### src/rtl/sw_link_pkg.sv
// Shared definitions for the single-wire link transceiver: FSM encoding,
// frame constants and a counter-width helper.
package sw_link_pkg;

  typedef enum logic [3:0] {
    ST_IDLE     = 4'd0,
    ST_TX_START = 4'd1,
    ST_TX_DATA  = 4'd2,
    ST_TX_STOP  = 4'd3,
    ST_TURN     = 4'd4,
    ST_RX_WAIT  = 4'd5,
    ST_RX_START = 4'd6,
    ST_RX_DATA  = 4'd7,
    ST_RX_STOP  = 4'd8
  } state_e;

  localparam int   FRAME_DATA_BITS = 8;
  // Released line is pulled high, so every idle/reset level is 1.
  localparam logic IDLE_LEVEL      = 1'b1;

  // Bits needed to hold a counter value of max_val without wrapping.
  function automatic int cnt_width(input int max_val);
    return (max_val < 2) ? 1 : $clog2(max_val + 1);
  endfunction

endpackage

### src/rtl/sw_link_sync.sv
// Two-flop synchronizer for the pad input plus falling-edge detection.
// All flops reset to the idle (pulled-up) level so reset never looks like an edge.
module sw_link_sync
  import sw_link_pkg::*;
(
  input  logic clk_i,
  input  logic rst_ni,
  input  logic d_i,
  output logic sync_o,
  output logic fell_o
);

  logic meta_q, sync_q, prev_q;

  // Synchronizer chain and one-cycle history for edge detection.
  always_ff @(posedge clk_i or negedge rst_ni) begin
    if (!rst_ni) begin
      meta_q <= IDLE_LEVEL;
      sync_q <= IDLE_LEVEL;
      prev_q <= IDLE_LEVEL;
    end else begin
      meta_q <= d_i;
      sync_q <= meta_q;
      prev_q <= sync_q;
    end
  end

  assign sync_o = sync_q;
  assign fell_o = prev_q & ~sync_q;

endmodule

### src/rtl/sw_link_xcvr.sv
// Half-duplex single-wire transceiver: sends a framed byte, turns the line
// around and captures the reply; also accepts unsolicited frames in IDLE.
// Build option SW_LINK_PARITY_EN adds an even-parity bit after the data bits.
// Handshake: tx byte transfers on a cycle where tx_valid & tx_ready are both
// high; rx_valid/rx_err/rx_timeout are single-cycle pulses with no back-pressure.
module sw_link_xcvr
  import sw_link_pkg::*;
#(
  parameter int CLKS_PER_BIT = 16,
  parameter int TURN_CYCLES  = 2,
  parameter int TIMEOUT_BITS = 32
) (
  input  logic       CLK,
  input  logic       RST_N,
  input  logic       tx_valid,
  input  logic [7:0] tx_data,
  output logic       tx_ready,
  output logic       pad_i,
  output logic       pad_t,
  input  logic       pad_o,
  output logic       rx_valid,
  output logic [7:0] rx_data,
  output logic       rx_err,
  output logic       rx_timeout,
  output logic       busy,
  output state_e     dbg_state
);

`ifdef SW_LINK_PARITY_EN
  localparam int DATA_BITS = FRAME_DATA_BITS + 1;
`else
  localparam int DATA_BITS = FRAME_DATA_BITS;
`endif

  localparam int TO_MAX = (TIMEOUT_BITS * CLKS_PER_BIT > TURN_CYCLES)
                          ? TIMEOUT_BITS * CLKS_PER_BIT : TURN_CYCLES;
  localparam int CW = cnt_width(CLKS_PER_BIT - 1);
  localparam int TW = cnt_width(TO_MAX - 1);

  localparam logic [CW-1:0] BIT_LAST  = CW'(CLKS_PER_BIT - 1);
  localparam logic [CW-1:0] HALF_LAST = CW'(CLKS_PER_BIT / 2 - 1);
  localparam logic [TW-1:0] TURN_LAST = TW'(TURN_CYCLES - 1);
  localparam logic [TW-1:0] TO_LAST   = TW'(TIMEOUT_BITS * CLKS_PER_BIT - 1);
  localparam logic [3:0]    DB_LAST   = 4'(DATA_BITS - 1);

  state_e               state_q, state_d;
  logic [CW-1:0]        clk_cnt_q, clk_cnt_d;
  logic [TW-1:0]        to_cnt_q, to_cnt_d;
  logic [3:0]           bit_cnt_q, bit_cnt_d;
  logic [DATA_BITS-1:0] tx_shift_q, tx_shift_d;
  logic [DATA_BITS-1:0] rx_shift_q, rx_shift_d;
  logic [7:0]           rx_data_q, rx_data_d;
  logic                 valid_q, valid_d, err_q, err_d, timeout_q, timeout_d;
  logic                 pad_t_q, pad_t_d, pad_i_q, pad_i_d;
  logic                 from_wait_q, from_wait_d;
  logic                 ready_en_q;
  logic                 line_sync, line_fell, bit_end, parity_ok;
  logic [DATA_BITS-1:0] tx_payload;

  sw_link_sync u_sync (
    .clk_i  (CLK),
    .rst_ni (RST_N),
    .d_i    (pad_o),
    .sync_o (line_sync),
    .fell_o (line_fell)
  );

`ifdef SW_LINK_PARITY_EN
  assign tx_payload = {^tx_data, tx_data};
  assign parity_ok  = ~(^rx_shift_q);
`else
  assign tx_payload = tx_data;
  assign parity_ok  = 1'b1;
`endif

  assign bit_end = (clk_cnt_q == BIT_LAST);

  // State and datapath registers; pad controls are registered so a reset
  // releases the pin immediately through the asynchronous clear.
  always_ff @(posedge CLK or negedge RST_N) begin
    if (!RST_N) begin
      state_q     <= ST_IDLE;
      clk_cnt_q   <= '0;
      to_cnt_q    <= '0;
      bit_cnt_q   <= '0;
      tx_shift_q  <= '0;
      rx_shift_q  <= '0;
      rx_data_q   <= '0;
      valid_q     <= 1'b0;
      err_q       <= 1'b0;
      timeout_q   <= 1'b0;
      pad_t_q     <= 1'b1;
      pad_i_q     <= IDLE_LEVEL;
      from_wait_q <= 1'b0;
      ready_en_q  <= 1'b0;
    end else begin
      state_q     <= state_d;
      clk_cnt_q   <= clk_cnt_d;
      to_cnt_q    <= to_cnt_d;
      bit_cnt_q   <= bit_cnt_d;
      tx_shift_q  <= tx_shift_d;
      rx_shift_q  <= rx_shift_d;
      rx_data_q   <= rx_data_d;
      valid_q     <= valid_d;
      err_q       <= err_d;
      timeout_q   <= timeout_d;
      pad_t_q     <= pad_t_d;
      pad_i_q     <= pad_i_d;
      from_wait_q <= from_wait_d;
      ready_en_q  <= 1'b1;
    end
  end

  // Next-state, counters and pulse generation.
  always_comb begin
    state_d     = state_q;
    clk_cnt_d   = clk_cnt_q;
    to_cnt_d    = to_cnt_q;
    bit_cnt_d   = bit_cnt_q;
    tx_shift_d  = tx_shift_q;
    rx_shift_d  = rx_shift_q;
    rx_data_d   = rx_data_q;
    from_wait_d = from_wait_q;
    valid_d     = 1'b0;
    err_d       = 1'b0;
    timeout_d   = 1'b0;
    unique case (state_q)
      ST_IDLE: begin
        // A falling edge beats a simultaneous TX request.
        if (line_fell) begin
          state_d     = ST_RX_START;
          clk_cnt_d   = '0;
          from_wait_d = 1'b0;
        end else if (tx_valid && ready_en_q) begin
          state_d    = ST_TX_START;
          tx_shift_d = tx_payload;
          clk_cnt_d  = '0;
        end
      end
      ST_TX_START: begin
        clk_cnt_d = clk_cnt_q + 1'b1;
        if (bit_end) begin
          state_d   = ST_TX_DATA;
          clk_cnt_d = '0;
          bit_cnt_d = '0;
        end
      end
      ST_TX_DATA: begin
        clk_cnt_d = clk_cnt_q + 1'b1;
        if (bit_end) begin
          clk_cnt_d  = '0;
          tx_shift_d = tx_shift_q >> 1;
          bit_cnt_d  = bit_cnt_q + 1'b1;
          if (bit_cnt_q == DB_LAST) state_d = ST_TX_STOP;
        end
      end
      ST_TX_STOP: begin
        clk_cnt_d = clk_cnt_q + 1'b1;
        if (bit_end) begin
          state_d   = ST_TURN;
          clk_cnt_d = '0;
          to_cnt_d  = '0;
        end
      end
      ST_TURN: begin
        to_cnt_d = to_cnt_q + 1'b1;
        if (to_cnt_q == TURN_LAST) begin
          state_d  = ST_RX_WAIT;
          to_cnt_d = '0;
        end
      end
      ST_RX_WAIT: begin
        if (line_fell) begin
          state_d     = ST_RX_START;
          clk_cnt_d   = '0;
          from_wait_d = 1'b1;
        end else if (to_cnt_q == TO_LAST) begin
          state_d   = ST_IDLE;
          timeout_d = 1'b1;
        end else begin
          to_cnt_d = to_cnt_q + 1'b1;
        end
      end
      ST_RX_START: begin
        clk_cnt_d = clk_cnt_q + 1'b1;
        if (clk_cnt_q == HALF_LAST) begin
          clk_cnt_d = '0;
          bit_cnt_d = '0;
          // A high mid-start sample is a glitch; the timeout count is kept.
          if (line_sync) state_d = from_wait_q ? ST_RX_WAIT : ST_IDLE;
          else           state_d = ST_RX_DATA;
        end
      end
      ST_RX_DATA: begin
        clk_cnt_d = clk_cnt_q + 1'b1;
        if (bit_end) begin
          clk_cnt_d  = '0;
          rx_shift_d = {line_sync, rx_shift_q[DATA_BITS-1:1]};
          bit_cnt_d  = bit_cnt_q + 1'b1;
          if (bit_cnt_q == DB_LAST) state_d = ST_RX_STOP;
        end
      end
      ST_RX_STOP: begin
        clk_cnt_d = clk_cnt_q + 1'b1;
        if (bit_end) begin
          state_d   = ST_IDLE;
          clk_cnt_d = '0;
          if (line_sync && parity_ok) begin
            valid_d   = 1'b1;
            rx_data_d = rx_shift_q[7:0];
          end else begin
            err_d = 1'b1;
          end
        end
      end
      default: state_d = ST_IDLE;
    endcase
  end

  // Pad drive follows the state being entered, giving one-cycle TX latency.
  always_comb begin
    pad_t_d = 1'b1;
    pad_i_d = IDLE_LEVEL;
    case (state_d)
      ST_TX_START: begin pad_t_d = 1'b0; pad_i_d = 1'b0;          end
      ST_TX_DATA:  begin pad_t_d = 1'b0; pad_i_d = tx_shift_d[0]; end
      ST_TX_STOP:  begin pad_t_d = 1'b0; pad_i_d = 1'b1;          end
      default:     begin pad_t_d = 1'b1; pad_i_d = IDLE_LEVEL;    end
    endcase
  end

  assign tx_ready   = ready_en_q && (state_q == ST_IDLE) && !line_fell;
  assign pad_i      = pad_i_q;
  assign pad_t      = pad_t_q;
  assign rx_valid   = valid_q;
  assign rx_data    = rx_data_q;
  assign rx_err     = err_q;
  assign rx_timeout = timeout_q;
  assign busy       = (state_q != ST_IDLE);
  assign dbg_state  = state_q;

endmodule
### config.mk
export PLATFORM = sky130hd
export DESIGN_NAME = sw_link_xcvr
export DESIGN_NICKNAME = d
export VERILOG_FILES = /design/src/rtl/sw_link_pkg.sv /design/src/rtl/sw_link_sync.sv /design/src/rtl/sw_link_xcvr.sv
export SDC_FILE = /design/constraint.sdc
export NUM_CORES = 1
export LEC_CHECK = 0
export ABC_CLOCK_PERIOD_IN_PS = 3000
export CAP_MARGIN = 20
export CORE_MARGIN = 8
export CORE_UTILIZATION = 35
export CTS_BUF_LIST = sky130_fd_sc_hd__clkbuf_2
export DETAILED_ROUTE_END_ITERATION = 16
export DONT_BUFFER_PORTS = 1
export PLACE_DENSITY = 0.5
export SLEW_MARGIN = 20
export SYNTH_ARGS = -nofsm -noshare
export SYNTH_HDL_FRONTEND = slang
export SYNTH_SLANG_ARGS = --single-unit
### constraint.sdc
create_clock -name CLK -period 3 [get_ports CLK]
set_input_delay 0.6 -clock CLK [delete_from_list [all_inputs] [get_ports CLK]]
set_output_delay 0.6 -clock CLK [all_outputs]
set_load 0.03 [all_outputs]
==> results.toml, run 1 <==
[detailed_routing]
viasPerCell = 5.18
ant_nets = 0
drt_iter0_markers = 66
wire_per_inst_um = 14.8
wl_mm = 5.72
drt_pass1_iterations = 4
num_vias = 2010
drcViolationCount = 0

[floorplan]
core_um2 = 7610
die-area_um2 = 10800
fp-row-count = 32
die_y_um = 104
pin_count = 31
die-width_um = 104
start_util = 0.354

[sta]
slew_viol_final = 0
rsz0062_at_grt = "false"
tns_ns = 0
fin_crit_ns = 2.70
slew_headroom = 0.572
setup_violations = 0
period_share = 0.900
setup_slack_ns = 0.301
tightest_slew_ns = 0.639
fin_skew_ns = 0.0282
hold_violations = 0
fmax_mhz = 371

[critical_path]
path_class = "reg -> reg"
slowest_stage = "dfrtp_1"
worstPathArrival_ns = 3.08
r2r-start = "to_cnt_q[0]$_DFFE_PN0P_"
startpoint_type = "register"
reg2reg_to = "to_cnt_q[0]$_DFFE_PN0P_"
cp_slowest_stage_delay_ns = 0.48
reg2reg_depth = 10
path_common_cell = "and3_1"
cp_top_family = "simple AND/OR/NAND/NOR gates"
crit_chain = "ha_1 > and3_1 > and3_1 > and3_1 > ha_1 > and2_1 > o32ai_1 > nand3b_1 > or2_2 > o21ai_0"
worstPathRequired_ns = 3.38
reg2reg_slack_ns = 0.30
crit_fanout = 7
critPathBufInv = 0
cp-end-kind = "register"

[synth]
yosys.area_share.simple = 0.254
syn_nets = 293
synth_area_leaders = "dfrtp_1, nand2_1, dfstp_2"
synth_top_family_by_area = "simple AND/OR/NAND/NOR gates"
syn_inst = 276
synth.cells.most_frequent = "nand2_1, dfrtp_1, o21ai_0"
yosys.area_share.adder = 0.0270
synth_top_area_share = 0.465
yosysMostFrequentCell = "nand2_1"
synth_compound_area_frac = 0.133
async_flop_share = 1.00
synth_ff_type = "dfrtp_1"
synth_edf_count = 0
muxShareOfSynthArea = 0.0455
synth_top_area_cell = "dfrtp_1"
yosysSeqAreaShare = 0.513
synth-seq-cells = 55
yosysWarnings = 0
syn_avg_cell_area_um2 = 9.76
synth_xor_area_frac = 0.00325
synth_cell_types = 47
netlist_area_um2 = 2690

[outcome]
status = "complete, no violations"

[global_routing]
antenna_found_initial = 0
grt_overflow = 0
grt_use_total = 0.113
grt_pass1_vias = 2063
grt_pass1_wl_mm = 10.1
grt_max_degree = 56

[placed_design]
place_hpwl_mm = 4.01
numPortBuffers = 0
place_ws_ns = 0.343
gp_congestion = 0.783
placed_cells_incl_taps = 378

[clock_tree]
clock_sinks = 55
cts_root_buf = "clkbuf_2"
ctsHtreeMaxLevel = 2
insertion_delay_ns = 0.44
clk_pin_slew_ns = 0.27
cts-buffers-inserted = 5
cts_setup_buffers = 0
cts_tree = "built"
cts_buffer_depth = 2

[min_path]
min_to = "u_sync.meta_q$_DFF_PN1_"
worstHoldStart = "pad_o"
hp-class = "in -> reg"
whs_path_depth = 0

[pwr]
vdd_drop_max_v = 0.000178
total_power_uw = 1160
powerDensity_nw_per_um2 = 392
leakage_uw = 0.00137

[cells_and_area]
final_nets = 302
area_growth_pct = 9.43
diodes = 0
drive_gt1_frac = 0.154
nFillCells = 790
final_core_util = 0.387
final_cells = 388

[run]
cap_viol_max_count = 0
[cell usage in the layout, fill, tap and decap left out, types with 5 or more instances in the layout]
master,instances
ha_1,5
o21ai_0,23
mux2_2,10
nand2b_1,7
dfrtp_1,50
inv_1,6
clkbuf_2,6
nand2_1,57
a22oi_1,6
nand3_1,6
buf_4,7
dfstp_2,5
a21oi_1,9
nor3_1,6
and3_1,9
nor2_1,17
a22o_1,5
[registers in the layout, indices dropped and copies added, names as in the netlist]
| signal | cells |
|---|---|
| pad_t | 1 |
| rx_timeout | 1 |
| rx_shift_q | 8 |
| dbg_state | 4 |
| clk_cnt_q | 4 |
| bit_cnt_q | 4 |
| to_cnt_q | 9 |
| ready_en_q | 1 |
| rx_data | 8 |
| rx_valid | 1 |
| u_sync.sync_o | 1 |
| rx_err | 1 |
| u_sync.meta_q | 1 |
| from_wait_q | 1 |
| pad_i | 1 |
| tx_shift_q | 8 |
| u_sync.prev_q | 1 |
[worst max path at each step]
stage	start	to	slack, ns	cells after the start
finish	to_cnt_q[0]$_DFFE_PN0P_	to_cnt_q[0]$_DFFE_PN0P_	0.30	10
global route	to_cnt_q[0]$_DFFE_PN0P_	to_cnt_q[5]$_DFFE_PN0P_	0.02	11
CTS	to_cnt_q[0]$_DFFE_PN0P_	to_cnt_q[7]$_DFFE_PN0P_	0.26	11
detailed placement	to_cnt_q[0]$_DFFE_PN0P_	to_cnt_q[7]$_DFFE_PN0P_	0.34	11
global placement	to_cnt_q[0]$_DFFE_PN0P_	to_cnt_q[5]$_DFFE_PN0P_	0.41	11
floorplan	to_cnt_q[0]$_DFFE_PN0P_	to_cnt_q[2]$_DFFE_PN0P_	0.67	11
[kinds of logic after synthesis]
| group | Yosys count |
|---|---|
| AOI/OAI and AO/OA | 56 |
| xor gates and xnor gates | 1 |
| adders and majority gates | 6 |
| buffers and inverters | 14 |
| DFF | 55 |
| muxes | 11 |
| other | 1 |
| and+or+nand+nor | 132 |
[power breakdown]
group	total [uW]	switching, uW	leakage [uW]	internal [uW]
Clock	381	237	0.0000392	144
Combinational	23.9	17.3	0.000603	6.62
Sequential	751	3.08	0.000729	748
[stage by stage]
step	cell area [um2]	hold slack, ns
after floorplan	2690	0.304
after global placement	2840	0.306
after detailed placement	2840	0.306
after CTS	2940	0.0886
after global routing	2950	0.0570
final	2950	0.133
[worst reg2reg max path, delay by kind of cell (launching register included)]
kind / cells / cell delay [ns]
compound gates: 2 / 0.29
fa+ha+maj: 2 / 0.44
flops: 1 / 0.48
simple gates: 6 / 1.46
[final cells by class]
class                           instances  area (um2)  share of cell area
Timing Repair Buffer                    9        90.1              0.0306
Tap cell                              102         128              0.0433
Multi-Input combinational cell        207        1250               0.425
Sequential cell                        55        1380               0.469
Clock buffer                            6        30.0              0.0102
Clock inverter                          2        37.5              0.0127
Inverter                                7        26.3             0.00892
[metal layers]
metal,vias to the layer above,GRT usage,part of all wire
li1,984,-,-
met2,43,0.190,0.48
met5,-,0,0
met4,0,0.0310,0.010
met3,7,0.0279,0.046
met1,976,0.140,0.47
[what timing repair did]
action,in CTS,in global routing
endpoints found under the setup margin,0,4
endpoints found under the hold margin,55,0
hold buffers,2,0
gates resized for setup,0,1
Power figures use the tool's default switching activity.
==> run 2: changes to the inputs <==
==> constraint.sdc (replaced) <==
create_clock -name CLK -period 3 [get_ports CLK]
set_input_delay 0.45 -clock CLK [delete_from_list [all_inputs] [get_ports CLK]]
set_output_delay 0.45 -clock CLK [all_outputs]
set_load 0.03 [all_outputs]
==> run 2 against run 1 <==
Effect of this change: fmax grew 0.13%; sequential share of layout area decreased by 0.079 points; non-clock buffer count up 1; final area increased by 0.17%; first-iteration DRC count is 15% higher; setup slack gained 0.0036 ns; routed wire length is 0.56% lower; global-route usage decreased by 0.29 points; count of clock-buffer cells in the layout fell by 1; critical path type unchanged; critical path depth stayed put; die area did not move; combinational power grew 4%.
==> results.toml, run 2 (synthesis gave the netlist of run 1 again) <==
[outcome]
status = "complete, no violations"

[critical_path]
reg2reg_to = "to_cnt_q[4]$_DFFE_PN0P_"
crit_fanout = 7
reg2reg_slack_ns = 0.31
reg2reg_depth = 10
worstPathRequired_ns = 3.38
startpoint = "to_cnt_q[0]$_DFFE_PN0P_"
worstPathArrival_ns = 3.07
path_class = "reg -> reg"
startpoint_type = "register"
r2r-start = "to_cnt_q[0]$_DFFE_PN0P_"
cp-end-kind = "register"

[sta]
fin_skew_ns = 0.0330
fmax_mhz = 371
period_share = 0.898
slew_headroom = 0.562
tightest_slew_ns = 0.654
slew_viol_final = 0
tns_ns = 0
rsz0062_at_grt = "false"
setup_slack_ns = 0.305
setup_violations = 0
hold_violations = 0
fin_crit_ns = 2.69

[cells_and_area]
drive_gt1_frac = 0.150
mostFrequentLayoutCell = "nand2_1"
final_cells = 388
top_register = "to_cnt_q"
mostFrequentLayoutCells = "nand2_1, dfrtp_1, o21ai_0, nor2_1, mux2_2"
nFillCells = 772
area.sequential_um2 = 1380
area_growth_pct = 9.62
multiInputGateArea_um2 = 1250
diodes = 0
largest_reg_flops = 9
final_nets = 303

[min_path]
worstHoldStart = "tx_data[2]"
hp-class = "in -> reg"
min_to = "tx_shift_q[2]$_DFFE_PN0P_"
whs_path_depth = 2

[detailed_routing]
drt_iter0_markers = 76
ant_nets = 0
wl_mm = 5.69
viasPerCell = 5.15
drcViolationCount = 0
wire_per_inst_um = 14.7
drt_pass1_iterations = 4
num_vias = 1999

[global_routing]
grt_use_total = 0.110
grt_overflow = 0
grt_pass1_wl_mm = 10.0
grt_max_degree = 56
antenna_found_initial = 0
grt_pass1_vias = 2008

[placed_design]
numPortBuffers = 0
gp_congestion = 0.814
place_hpwl_mm = 4.04
placed_cells_incl_taps = 378
place_ws_ns = 0.326

[pwr]
powerDensity_nw_per_um2 = 389
leakage_uw = 0.00137
total_power_uw = 1150
vdd_drop_max_v = 0.000181

[floorplan]
start_util = 0.354
core_um2 = 7610
pin_count = 31
die_y_um = 104
fp-row-count = 32
die-area_um2 = 10800
die-width_um = 104

[clock_tree]
cts_root_buf = "clkbuf_2"
clock_sinks = 55
clk_pin_slew_ns = 0.27
cts_buffer_depth = 2
cts-buffers-inserted = 5
cts_tree = "built"
insertion_delay_ns = 0.44
ctsHtreeMaxLevel = 2

[run]
cap_viol_max_count = 0
## run 2: cell types whose count changed in the layout (fill, tap and decap cells not counted), sizes merged
cell	delta
clkbuf	-1
dlygate4sd3	+1
## run 2: timing repair
action	in CTS	in global routing
endpoints found under the hold margin	56	0
hold buffers	3	0
setup buffers	0	0
endpoints found under the setup margin	0	3
gates resized for setup	0	1
## run 2: critical path, stage by stage (launching register included)
cell      delay [ns]
dfrtp_1         0.48
ha_1            0.23
and3_1          0.21
and3_1          0.21
and3_1          0.19
ha_1            0.19
and2_1          0.17
o32ai_1         0.14
nand3b_1        0.28
or2_2           0.37
o21ai_0         0.17
## run 2: layer usage
| metal | GRT usage | part of all wire |
|---|---|---|
| met1 | 0.140 | 0.50 |
| met5 | 0 | 0 |
| met4 | 0.0279 | 0.0081 |
| met2 | 0.182 | 0.47 |
| met3 | 0.0266 | 0.029 |
## run 2: per-stage QoR
step	util	hold WS (ns)	instance area [um2]
after floorplan	-	0.154	2690
after global placement	0.373	0.156	2840
after detailed placement	0.373	0.156	2840
after CTS	0.388	0.119	2950
after global routing	0.388	0.0990	2950
final	0.388	0.155	2950
## run 2: how the worst max path moves through the flow
stage                              end  slack [ns]
2_1_floorplan  to_cnt_q[2]$_DFFE_PN0P_        0.67
6_report       to_cnt_q[4]$_DFFE_PN0P_        0.31
3_3_place_gp   to_cnt_q[2]$_DFFE_PN0P_        0.41
3_5_place_dp   to_cnt_q[6]$_DFFE_PN0P_        0.33
4_1_cts        to_cnt_q[5]$_DFFE_PN0P_        0.27
5_1_grt        to_cnt_q[0]$_DFFE_PN0P_        0.02
## run 2: power by group
part           switching, uW  total (uW)  internal (uW)
Clock                    236         371            136
Combinational           17.3        24.8           7.48
Sequential              2.96         751            748
## run 2: layout make-up
cell class | count | area share
Clock buffer | 5 | 0.00848
Clock inverter | 2 | 0.0127
Inverter | 7 | 0.00890
Multi-Input combinational cell | 207 | 0.424
Sequential cell | 55 | 0.468
Tap cell | 102 | 0.0432
Timing Repair Buffer | 10 | 0.0339
